==> config.mk <==
export PLATFORM = sky130hd
export DESIGN_NAME = player_anim
export DESIGN_NICKNAME = d
export VERILOG_FILES = /design/src/rtl/anim_pkg.sv /design/src/rtl/anim_motion_detect.sv /design/src/rtl/player_anim.sv
export SDC_FILE = /design/constraint.sdc
export NUM_CORES = 1
export LEC_CHECK = 0
export BUFFER_PORTS_ARGS = -buffer_cell sky130_fd_sc_hd__buf_2
export CAP_MARGIN = 40
export CORE_MARGIN = 10
export CORE_UTILIZATION = 31
export DETAILED_ROUTE_END_ITERATION = 6
export PLACE_DENSITY = 0.52
export SLEW_MARGIN = 20
export SYNTH_ARGS = -nofsm -noshare
export SYNTH_HDL_FRONTEND = slang
export SYNTH_SLANG_ARGS = --single-unit
==> constraint.sdc <==
create_clock -name frame_clk -period 13.14 [get_ports frame_clk]
set_input_delay 0.657 -clock frame_clk [delete_from_list [all_inputs] [get_ports frame_clk]]
set_output_delay 0.657 -clock frame_clk [all_outputs]
set_load 0.05 [all_outputs]
==> src/rtl/anim_pkg.sv <==
// Shared types and constants for the player sprite animation block.
// State codes, sprite-sheet bases, default frame counts, small helpers.
package anim_pkg;

  typedef enum logic [2:0] {
    S_IDLE = 3'd0,
    S_RUN  = 3'd1,
    S_JUMP = 3'd2,
    S_FALL = 3'd3,
    S_LAND = 3'd4
  } anim_state_e;

  localparam logic [3:0] BASE_IDLE = 4'd0;
  localparam logic [3:0] BASE_RUN  = 4'd2;
  localparam logic [3:0] BASE_JUMP = 4'd8;
  localparam logic [3:0] BASE_FALL = 4'd9;
  localparam logic [3:0] BASE_LAND = 4'd10;

  localparam int RUN_FRAMES_DEF  = 6;
  localparam int IDLE_FRAMES_DEF = 2;
  localparam int POSE_FRAMES     = 1;

  function automatic logic [3:0] state_base(
    input anim_state_e s
  );
    logic [3:0] b;
    b = BASE_IDLE;
    unique case (s)
      S_IDLE:  b = BASE_IDLE;
      S_RUN:   b = BASE_RUN;
      S_JUMP:  b = BASE_JUMP;
      S_FALL:  b = BASE_FALL;
      S_LAND:  b = BASE_LAND;
      default: b = BASE_IDLE;
    endcase
    return b;
  endfunction

  // Magnitude of a 10-bit two's complement value; -512 maps to 512,
  // which is still representable as an unsigned 10-bit number.
  function automatic logic [9:0] abs10(input logic [9:0] v);
    return v[9] ? (~v + 10'd1) : v;
  endfunction

endpackage

==> src/rtl/anim_motion_detect.sv <==
// Per-frame motion classifier: displacement flags from current vs previous
// sprite origin. In: Ball_X/Ball_Y, prev_x/prev_y. Out: motion flags.
module anim_motion_detect
  import anim_pkg::*;
#(
  parameter int MAX_STEP = 16
) (
  input  logic [9:0] Ball_X,
  input  logic [9:0] Ball_Y,
  input  logic [9:0] prev_x,
  input  logic [9:0] prev_y,
  output logic       dx_nz,
  output logic       dy_neg,
  output logic       dy_pos,
  output logic       dy_zero,
  output logic       discont
);

  localparam logic [9:0] STEP = 10'(MAX_STEP);

  logic [9:0] dx;
  logic [9:0] dy;

  always_comb begin
    dx      = Ball_X - prev_x;
    dy      = Ball_Y - prev_y;
    dx_nz   = |dx;
    dy_zero = ~|dy;
    dy_neg  = dy[9];
    dy_pos  = ~dy[9] & (|dy);
    discont = (abs10(dx) > STEP) || (abs10(dy) > STEP);
  end

endmodule

==> src/rtl/player_anim.sv <==
// Sprite animation FSM: idle/run/jump/fall/land from per-frame motion.
// In: Reset, frame_clk, Ball_X/Y, move_x_dir. Out: sprite_idx/flip, state.
module player_anim
  import anim_pkg::*;
#(
  parameter int RUN_FRAMES     = RUN_FRAMES_DEF,
  parameter int RUN_DIV        = 4,
  parameter int IDLE_FRAMES    = IDLE_FRAMES_DEF,
  parameter int IDLE_DIV       = 16,
  parameter int LAND_HOLD      = 4,
  parameter int GROUND_CONFIRM = 3,
  parameter int MAX_STEP       = 16
) (
  input  logic       Reset,
  input  logic       frame_clk,
  input  logic [9:0] Ball_X,
  input  logic [9:0] Ball_Y,
  input  logic       move_x_dir,
  output logic [3:0] sprite_idx,
  output logic       sprite_flip,
  output logic [2:0] anim_state
);

  localparam logic [7:0] RUN_DM  = 8'(RUN_DIV - 1);
  localparam logic [7:0] IDLE_DM = 8'(IDLE_DIV - 1);
  localparam logic [7:0] RUN_FM  = 8'(RUN_FRAMES - 1);
  localparam logic [7:0] IDLE_FM = 8'(IDLE_FRAMES - 1);
  localparam logic [7:0] HOLD_M  = 8'(LAND_HOLD - 1);
  localparam logic [7:0] GC      = 8'(GROUND_CONFIRM);

  anim_state_e state, state_n;
  logic [9:0]  prev_x, prev_y;
  logic        pos_valid;
  logic [7:0]  flat_cnt, flat_n;
  logic [7:0]  div_cnt, div_n;
  logic [7:0]  frame_cnt, frame_n;
  logic [7:0]  hold_cnt, hold_n;
  logic [7:0]  div_lim, frm_lim;
  logic [3:0]  idx_n;
  logic        flat_hit;
  logic        dx_nz, dy_neg, dy_pos, dy_zero, discont;

  anim_motion_detect #(
    .MAX_STEP(MAX_STEP)
  ) u_motion (
    .Ball_X (Ball_X),
    .Ball_Y (Ball_Y),
    .prev_x (prev_x),
    .prev_y (prev_y),
    .dx_nz  (dx_nz),
    .dy_neg (dy_neg),
    .dy_pos (dy_pos),
    .dy_zero(dy_zero),
    .discont(discont)
  );

  always_comb begin
    state_n  = state;
    flat_n   = flat_cnt;
    div_n    = div_cnt;
    frame_n  = frame_cnt;
    hold_n   = hold_cnt;
    flat_hit = 1'b0;
    div_lim  = 8'd0;
    frm_lim  = 8'd0;
    // Pose states keep both limits at zero so they sit on frame 0.
    if (state == S_RUN) begin
      div_lim = RUN_DM;
      frm_lim = RUN_FM;
    end else if (state == S_IDLE) begin
      div_lim = IDLE_DM;
      frm_lim = IDLE_FM;
    end
    if (pos_valid) begin
      if (discont) begin
        state_n = S_IDLE;
        flat_n  = 8'd0;
        div_n   = 8'd0;
        frame_n = 8'd0;
        hold_n  = 8'd0;
      end else begin
        if (!dy_zero)
          flat_n = 8'd0;
        else if (flat_cnt != GC)
          flat_n = flat_cnt + 8'd1;
        flat_hit = (flat_n == GC);
        case (state)
          S_IDLE: begin
            if (dy_neg)      state_n = S_JUMP;
            else if (dy_pos) state_n = S_FALL;
            else if (dx_nz)  state_n = S_RUN;
          end
          S_RUN: begin
            if (dy_neg)      state_n = S_JUMP;
            else if (dy_pos) state_n = S_FALL;
            else if (!dx_nz) state_n = S_IDLE;
          end
          S_JUMP: begin
            if (dy_pos)        state_n = S_FALL;
            else if (flat_hit) state_n = S_LAND;
          end
          S_FALL: begin
            if (dy_neg)        state_n = S_JUMP;
            else if (flat_hit) state_n = S_LAND;
          end
          S_LAND: begin
            if (dy_neg)
              state_n = S_JUMP;
            else if (hold_cnt == HOLD_M)
              state_n = dx_nz ? S_RUN : S_IDLE;
          end
          default: state_n = S_IDLE;
        endcase
        if (state_n != state) begin
          div_n   = 8'd0;
          frame_n = 8'd0;
          hold_n  = 8'd0;
        end else begin
          if (state == S_LAND)
            hold_n = hold_cnt + 8'd1;
          if (div_cnt >= div_lim) begin
            div_n   = 8'd0;
            frame_n = (frame_cnt >= frm_lim) ? 8'd0 : frame_cnt + 8'd1;
          end else begin
            div_n = div_cnt + 8'd1;
          end
        end
      end
    end
    idx_n = state_base(state_n) + frame_n[3:0];
  end

  always_ff @(posedge frame_clk or posedge Reset) begin
    if (Reset) begin
      state       <= S_IDLE;
      prev_x      <= 10'd0;
      prev_y      <= 10'd0;
      pos_valid   <= 1'b0;
      flat_cnt    <= 8'd0;
      div_cnt     <= 8'd0;
      frame_cnt   <= 8'd0;
      hold_cnt    <= 8'd0;
      sprite_idx  <= 4'd0;
      sprite_flip <= 1'b0;
    end else begin
      state       <= state_n;
      prev_x      <= Ball_X;
      prev_y      <= Ball_Y;
      pos_valid   <= 1'b1;
      flat_cnt    <= flat_n;
      div_cnt     <= div_n;
      frame_cnt   <= frame_n;
      hold_cnt    <= hold_n;
      sprite_idx  <= idx_n;
      sprite_flip <= move_x_dir;
    end
  end

  assign anim_state = state;

endmodule

# Yosys cells after proc, flatten, opt, wreduce, memory -nomap -nowiden

Index checks and enable logic that the tools add are counted.

Output and inout bits: 8
Register bits after elaboration: 61

Equal/unequal tests: 12
$add $sub $neg: 9
Order comparisons: 4
Reduce and logical (&&, ||, !) cells: 8
Multiplexer cells: 40
Bitwise operators: 4

Operator list:

| operator                                                        | count |
|---|---|
| two-way mux 8 bit                                               | 15 |
| two-way mux 3 bit                                               | 16 |
| adder 8 x 1 -> 8 bit (second input constant)                    | 4 |
| adder 10 x 1 -> 10 bit (second input constant)                  | 2 |
| greater-than comparator 10 x 5 -> 1 bit (second input constant) | 2 |
| two-way mux 10 bit                                              | 2 |
| inverter 10 bit                                                 | 2 |
| OR reduction 10 bit                                             | 2 |
| subtractor 10 bit                                               | 2 |
| equality test 8 x 2 -> 1 bit (second input constant)            | 2 |
| case mux 4 bit (4 select lines)                                 | 1 |
| case mux 3 bit (5 select lines)                                 | 1 |
| equality test 3 x 2 -> 1 bit (second input constant)            | 4 |
| two-way mux 4 bit                                               | 3 |
| greater-or-equal comparator 8 x 3 -> 1 bit                      | 1 |
| greater-or-equal comparator 8 bit                               | 1 |
| inequality test 8 x 2 -> 1 bit (second input constant)          | 1 |
| equality test 3 x 1 -> 1 bit (second input constant)            | 2 |
| equality test 3 bit (second input constant)                     | 2 |
| nonzero test 3 bit                                              | 2 |
| adder 4 bit                                                     | 1 |
| AND reduction 2 bit                                             | 2 |
| logical NOT 3 bit                                               | 1 |
| inequality test 3 bit                                           | 1 |
| 4 further kinds                                                 | 5 |

# Logic depth before layout (Yosys ltp)

Depth in word-level cells: 19
Gate-level depth with buffers: 19
Gate-level depth less buffers: 19

# Modules after synthesis

From an unflattened synthesis, not the netlist that was laid out.

Cells, all modules: 481
Area total of the unflattened synthesis: 4499.3 µm²

By module, submodules not included:

| module             | area an instance (µm²) | times used | cells each |
|---|---|---|---|
| player_anim        | 3086.7                 | 1          | 288 |
| anim_motion_detect | 1412.6                 | 1          | 193 |

# Worst setup path before layout

Ideal clock, no wire load.

Kind: input to register
From: input Ball_X[0]
To: register sprite_idx[3]
Stages on the path: 19
Path buffers: 0
Data arrival time: 4745 ps
Library setup time: 135 ps
Slack: 8260 ps
Path through: inv_1 > ha_1 > inv_1 > fa_1 > a21o_4 > a221oi_4 > nor4bb_1 > a211o_1 > or4_4 > a21boi_2 > o21bai_1 > a221oi_2 > nor2b_4 > a21oi_1 > o21ai_0 > ha_1 > a21o_1 > nand2_1 > xor3_1

Word-level cells in the longest chain between the ends: 13
Elaborated cells between the ends (all ways): 31
Those cells by class: add/sub (3); order compare (1); eq/ne (5); mux (19); bitwise (1); reduce/logical (2)

Ends and longest elaborated chain:

| what                                                                           | line                     | RTL |
|---|---|---|
| start: declaration                                                             | player_anim.sv:16        | `input logic [9:0] Ball_X,` |
| subtractor 10 bit (*)                                                          | anim_motion_detect.sv:25 | `dx = Ball_X - prev_x;` |
| parallel branches: the longest is 9 deep, another holds adder 10 x 1 -> 10 bit | --                       |  |
| two-way mux 8 bit (*)                                                          | player_anim.sv:75        | `if (discont) begin` |
| two-way mux 4 bit (*)                                                          | player_anim.sv:74        | `if (pos_valid) begin` |
| via frame_n[1]                                                                 | player_anim.sv:36        | `logic [7:0] frame_cnt, frame_n;` |
| adder 4 bit (*)                                                                | player_anim.sv:130       | `idx_n = state_base(state_n) + frame_n[3:0];` |
| via idx_n[3]                                                                   | player_anim.sv:39        | `logic [3:0] idx_n;` |
| end signal: assignment                                                         | player_anim.sv:154       | `sprite_idx <= idx_n;` |
| end: declaration                                                               | player_anim.sv:19        | `output logic [3:0] sprite_idx,` |

Mark *: on every way through the listed nets, which the timed path passes. The select of a mux whose other input is x is not followed.
A chain may end at the register's enable or synchronous reset.

# Worst setup path in the final report

Same ends and word-level chain as after synthesis.

==> results.md <==
- Vias per cell: around 5.2
- Die Ht: around 140 µm
- Final WL: approximately 10000 µm
- Setup TNS: 0 ps
- Crit path capture type: flip-flop
- Critical path peak fanout: 7
- Synthesized flop and latch total: just over 60
- First-pass GRT wire length: around 17000 µm
- Starting Density: 0.319
- Total power: 545 µW
- Gpl congestion: about 0.91
- Post-route cell area: 5070 µm²
- Total track usage: 0.104
- Met3 Usage GRT: 0.0240
- Worst-path cell chain: buf_2 > inv_1 > ha_1 > inv_1 > fa_1 > a21o_4 > a221oi_4 > nor4bb_1 > a211o_1 > or4_4 > a21boi_2 > o21bai_1 > a221oi_2 > nor2b_4 > a21oi_1 > o21ai_0 > ha_1 > a21o_1 > nand2_1 > xor3_1
- Final hold slack: between 400 and 500 ps
- Fin. Hold Viols: 0
- Die X-Extent: ~140 µm
- PortBufs: 30
- Tmin final: 5130 ps
- Unique masters post-synth: 83
- CP Buf/Inv Count: 3
- Max incr delay on CP: 560 ps
- Xor and xnor area share after synthesis: 0.0426
- Setup ws final: between 8000 and 9000 ps
- HP Class: input pin to asynchronous set/reset pin
- Status: complete, no violations
- Number of synthesized flops with an enable pin: 0
- Core Rows: 43
- Largest family of logic cells by synthesized area: compound AO/OA/AOI/OAI gates
- Clock power frac: 0.435
- Most common cell after layout, fill and taps aside: dfrtp_1
- Wire length per cell: approximately 14 µm
- Initial antenna violation count: 0
- Number of hold buffers added after cts: 0
- Slew Viols, Final: 0
- RSZ-0062 raised after global routing: false
- Total CTS buffers: 9
- Most used flip-flop cell after synthesis: dfrtp_1
- Antenna cell count: 0
- Post_cts resized: 0
- Non-filler instance count after layout: a little over 700
- Layout cell share with drive strength beyond 1: 0.130
- Comb pwr share: 0.209
- Period utilization: 0.391
- Worst-Margin Slew: 677 ps
- Antenna-violating nets left: 0
- Via count: 3761
- Post-Syn Instances: 507
- Post-synthesis adder-cell area fraction: 0.100
- Fin util: 0.363
- Switching Share: 0.280
- CORE AREA: about 14000 µm²
- CTS tree: yes
- Yosys Warn Count: 0
- Peak supply drop: ~0.06 mV
- Post-synth net total: roughly 560
- Iter 0 DRT Violations: between 200 and 250
- Placed Cells: ~700
- DRC Markers: 0
- CTS Root Cell: clkbuf_16
- DIE AREA: between 15000 and 20000 µm²
- Placed cell area: approximately 4800 µm²
- Synth Area in Compound Gates: 0.230
- Mapped cell area: around 4500 µm²
- Ports: 31
- Clk slew on worst S/H paths: 50 ps
- Met1 Track Usage GR: 0.123
- Largest net degree at the start of global routing: just over 60
- Pre-antenna DRT Iters: 4
- Max Root-Sink Buffers: 2
- Vias in the first global route: between 3000 and 4000
- Sequential fraction of the synthesis area: 0.342
- H-tree depth: 3
- Power Dens Cells: approximately 110 nW/µm²
- Most frequent cells in the layout: 61 x dfrtp_1, 52 x nand2_1, 42 x inv_1
- Simple-Gate Fraction of Synth Area: 0.218
- Post-synthesis mux area share: 0.00700
- CP startpoint kind: input pin
- Max_cap viols: 0
- Slowest cell on the critical path: or4_4
- Setup Fix Bufs, Post-CTS: 0
- Post-synth ARST share: 1.00
- CP required: around 13000 ps
- Most Crowded Layer GR: met2
- Net Switching: about 150 µW
- Max Clk Rate: just under 200 MHz
- Clk_skew: 3.70 ps
- Slew HR: 0.548
- Setup WS pre-CTS: just under 8000 ps
- Final setup fails: 0
- Internal: 393 µW
- Sink Count: between 60 and 70
- Avg Cell Area, Syn: 8.81 µm²
- Area Growth Syn to Fin: 13.6%
- Final #Nets: approximately 590
- Kind of critical path: input pin to flip-flop
- Worst endpoint data arrival time: roughly 5300 ps
- P_leak: between 2 and 2.5 nW
- Final HPWL DP: 7440 µm
- GR Util met2: 0.171
- Global-route congestion overflow total: 0
- Skew-Pair Late Insertion Delay: around 330 ps
- Sequential share of power: 0.356
- CP delay by family, top: compound AO/OA/AOI/OAI gates
## synth_stat cells (4+ instances only)
| library cell | count | area (µm²) |
|---|---|---|
| and2_1 | 7 | 43.8 |
| clkbuf_1 | 8 | 30.0 |
| dfrtp_1 | 61 | 1530 |
| nor3_1 | 14 | 70.1 |
| o21ai_0 | 30 | 150 |
| nand2_1 | 52 | 195 |
| nor2_1 | 27 | 101 |
| nand3_1 | 19 | 95.1 |
| nor2b_1 | 7 | 43.8 |
| and3_1 | 11 | 68.8 |
| a21oi_1 | 24 | 120 |
| xnor2_1 | 4 | 35.0 |
| inv_1 | 43 | 161 |
| o211ai_1 | 5 | 37.5 |
| or3_1 | 4 | 25.0 |
| xor2_1 | 15 | 131 |
| a21o_1 | 12 | 90.1 |
| o2bb2ai_1 | 5 | 43.8 |
| a31oi_1 | 7 | 43.8 |
| ha_1 | 31 | 388 |
| nand2b_1 | 7 | 43.8 |
| o22ai_1 | 10 | 62.6 |
| nand4_1 | 9 | 56.3 |
| buf_2 | 4 | 20.0 |
## sequential cells by signal (all words and copies together) (netlist names)
signal       count
pos_valid        1
hold_cnt         8
prev_y          10
sprite_idx       4
frame_cnt        8
anim_state       3
flat_cnt         8
sprite_flip      1
div_cnt          8
prev_x          10
## worst reg2reg max path, cell delays in order (launching register included)
cell and delay (ps):
dfrtp_1 320, ha_1 150, inv_1 50, fa_1 410
a21o_4 230, a221oi_4 340, nor4bb_1 130, a211o_1 260
or4_4 560, a21boi_2 150, o21bai_1 90, a221oi_2 440
nor2b_4 290, a21oi_1 190, o21ai_0 450, ha_1 310
a21o_1 170, nand2_1 70, xor3_1 210
## cell families (layout without fill, tap and decap cells)
| kind of cell | Yosys count | count (layout) |
|---|---|---|
| simple gates | 186 | 186 |
| compound gates | 143 | 143 |
| flops | 61 | 61 |
| buf+inv | 59 | 91 |
| fa+ha+maj | 34 | 34 |
| xor+xnor | 20 | 20 |
| mux | 3 | 3 |
| other cells | 1 | 1 |
## path summary, 6_finish.rpt
kind / cells after the start / startpoint / to / slack (ps)
worst max-delay path: 20 / Ball_X[0] / sprite_idx[3]$_DFF_PP0_ / 8010
worst min-delay path: 3 / Reset / prev_y[2]$_DFF_PP0_ / 400
min in group frame_clk: 1 / move_x_dir / sprite_flip$_DFF_PP0_ / 430
worst max register to register: 18 / prev_x[0]$_DFF_PP0_ / sprite_idx[3]$_DFF_PP0_ / 8170
max in group asynchronous: 4 / Reset / div_cnt[0]$_DFFE_PP0P_ / 12230
worst min register to register: 2 / frame_cnt[6]$_DFFE_PP0P_ / frame_cnt[6]$_DFFE_PP0P_ / 500
## per-layer routing
layer	vias up	part of all wire
met5	-	0
met4	0	0.022
met3	18	0.033
met2	53	0.48
met1	1782	0.47
li1	1908	-
## cell type report
type / instances / area [µm²]
clock inverter: 4 / 47.5
fill: 1450 / 8920
tap: 180 / 225
clock buffer: 11 / 253
sequential: 61 / 1530
timing repair buffer: 33 / 185
multi-input combinational: 387 / 2670
inverter: 43 / 161
## power groups by stage
stage                     combinational, mW  sequential (mW)  clock [mW]
after floorplan                      0.0874            0.200           0
after global placement                0.111            0.198           0
after detailed placement              0.113            0.198           0
after CTS                             0.114            0.194       0.246
after global routing                  0.129            0.195       0.252
final                                 0.114            0.194       0.237
Note: power is estimated with default switching activity, not from simulation.
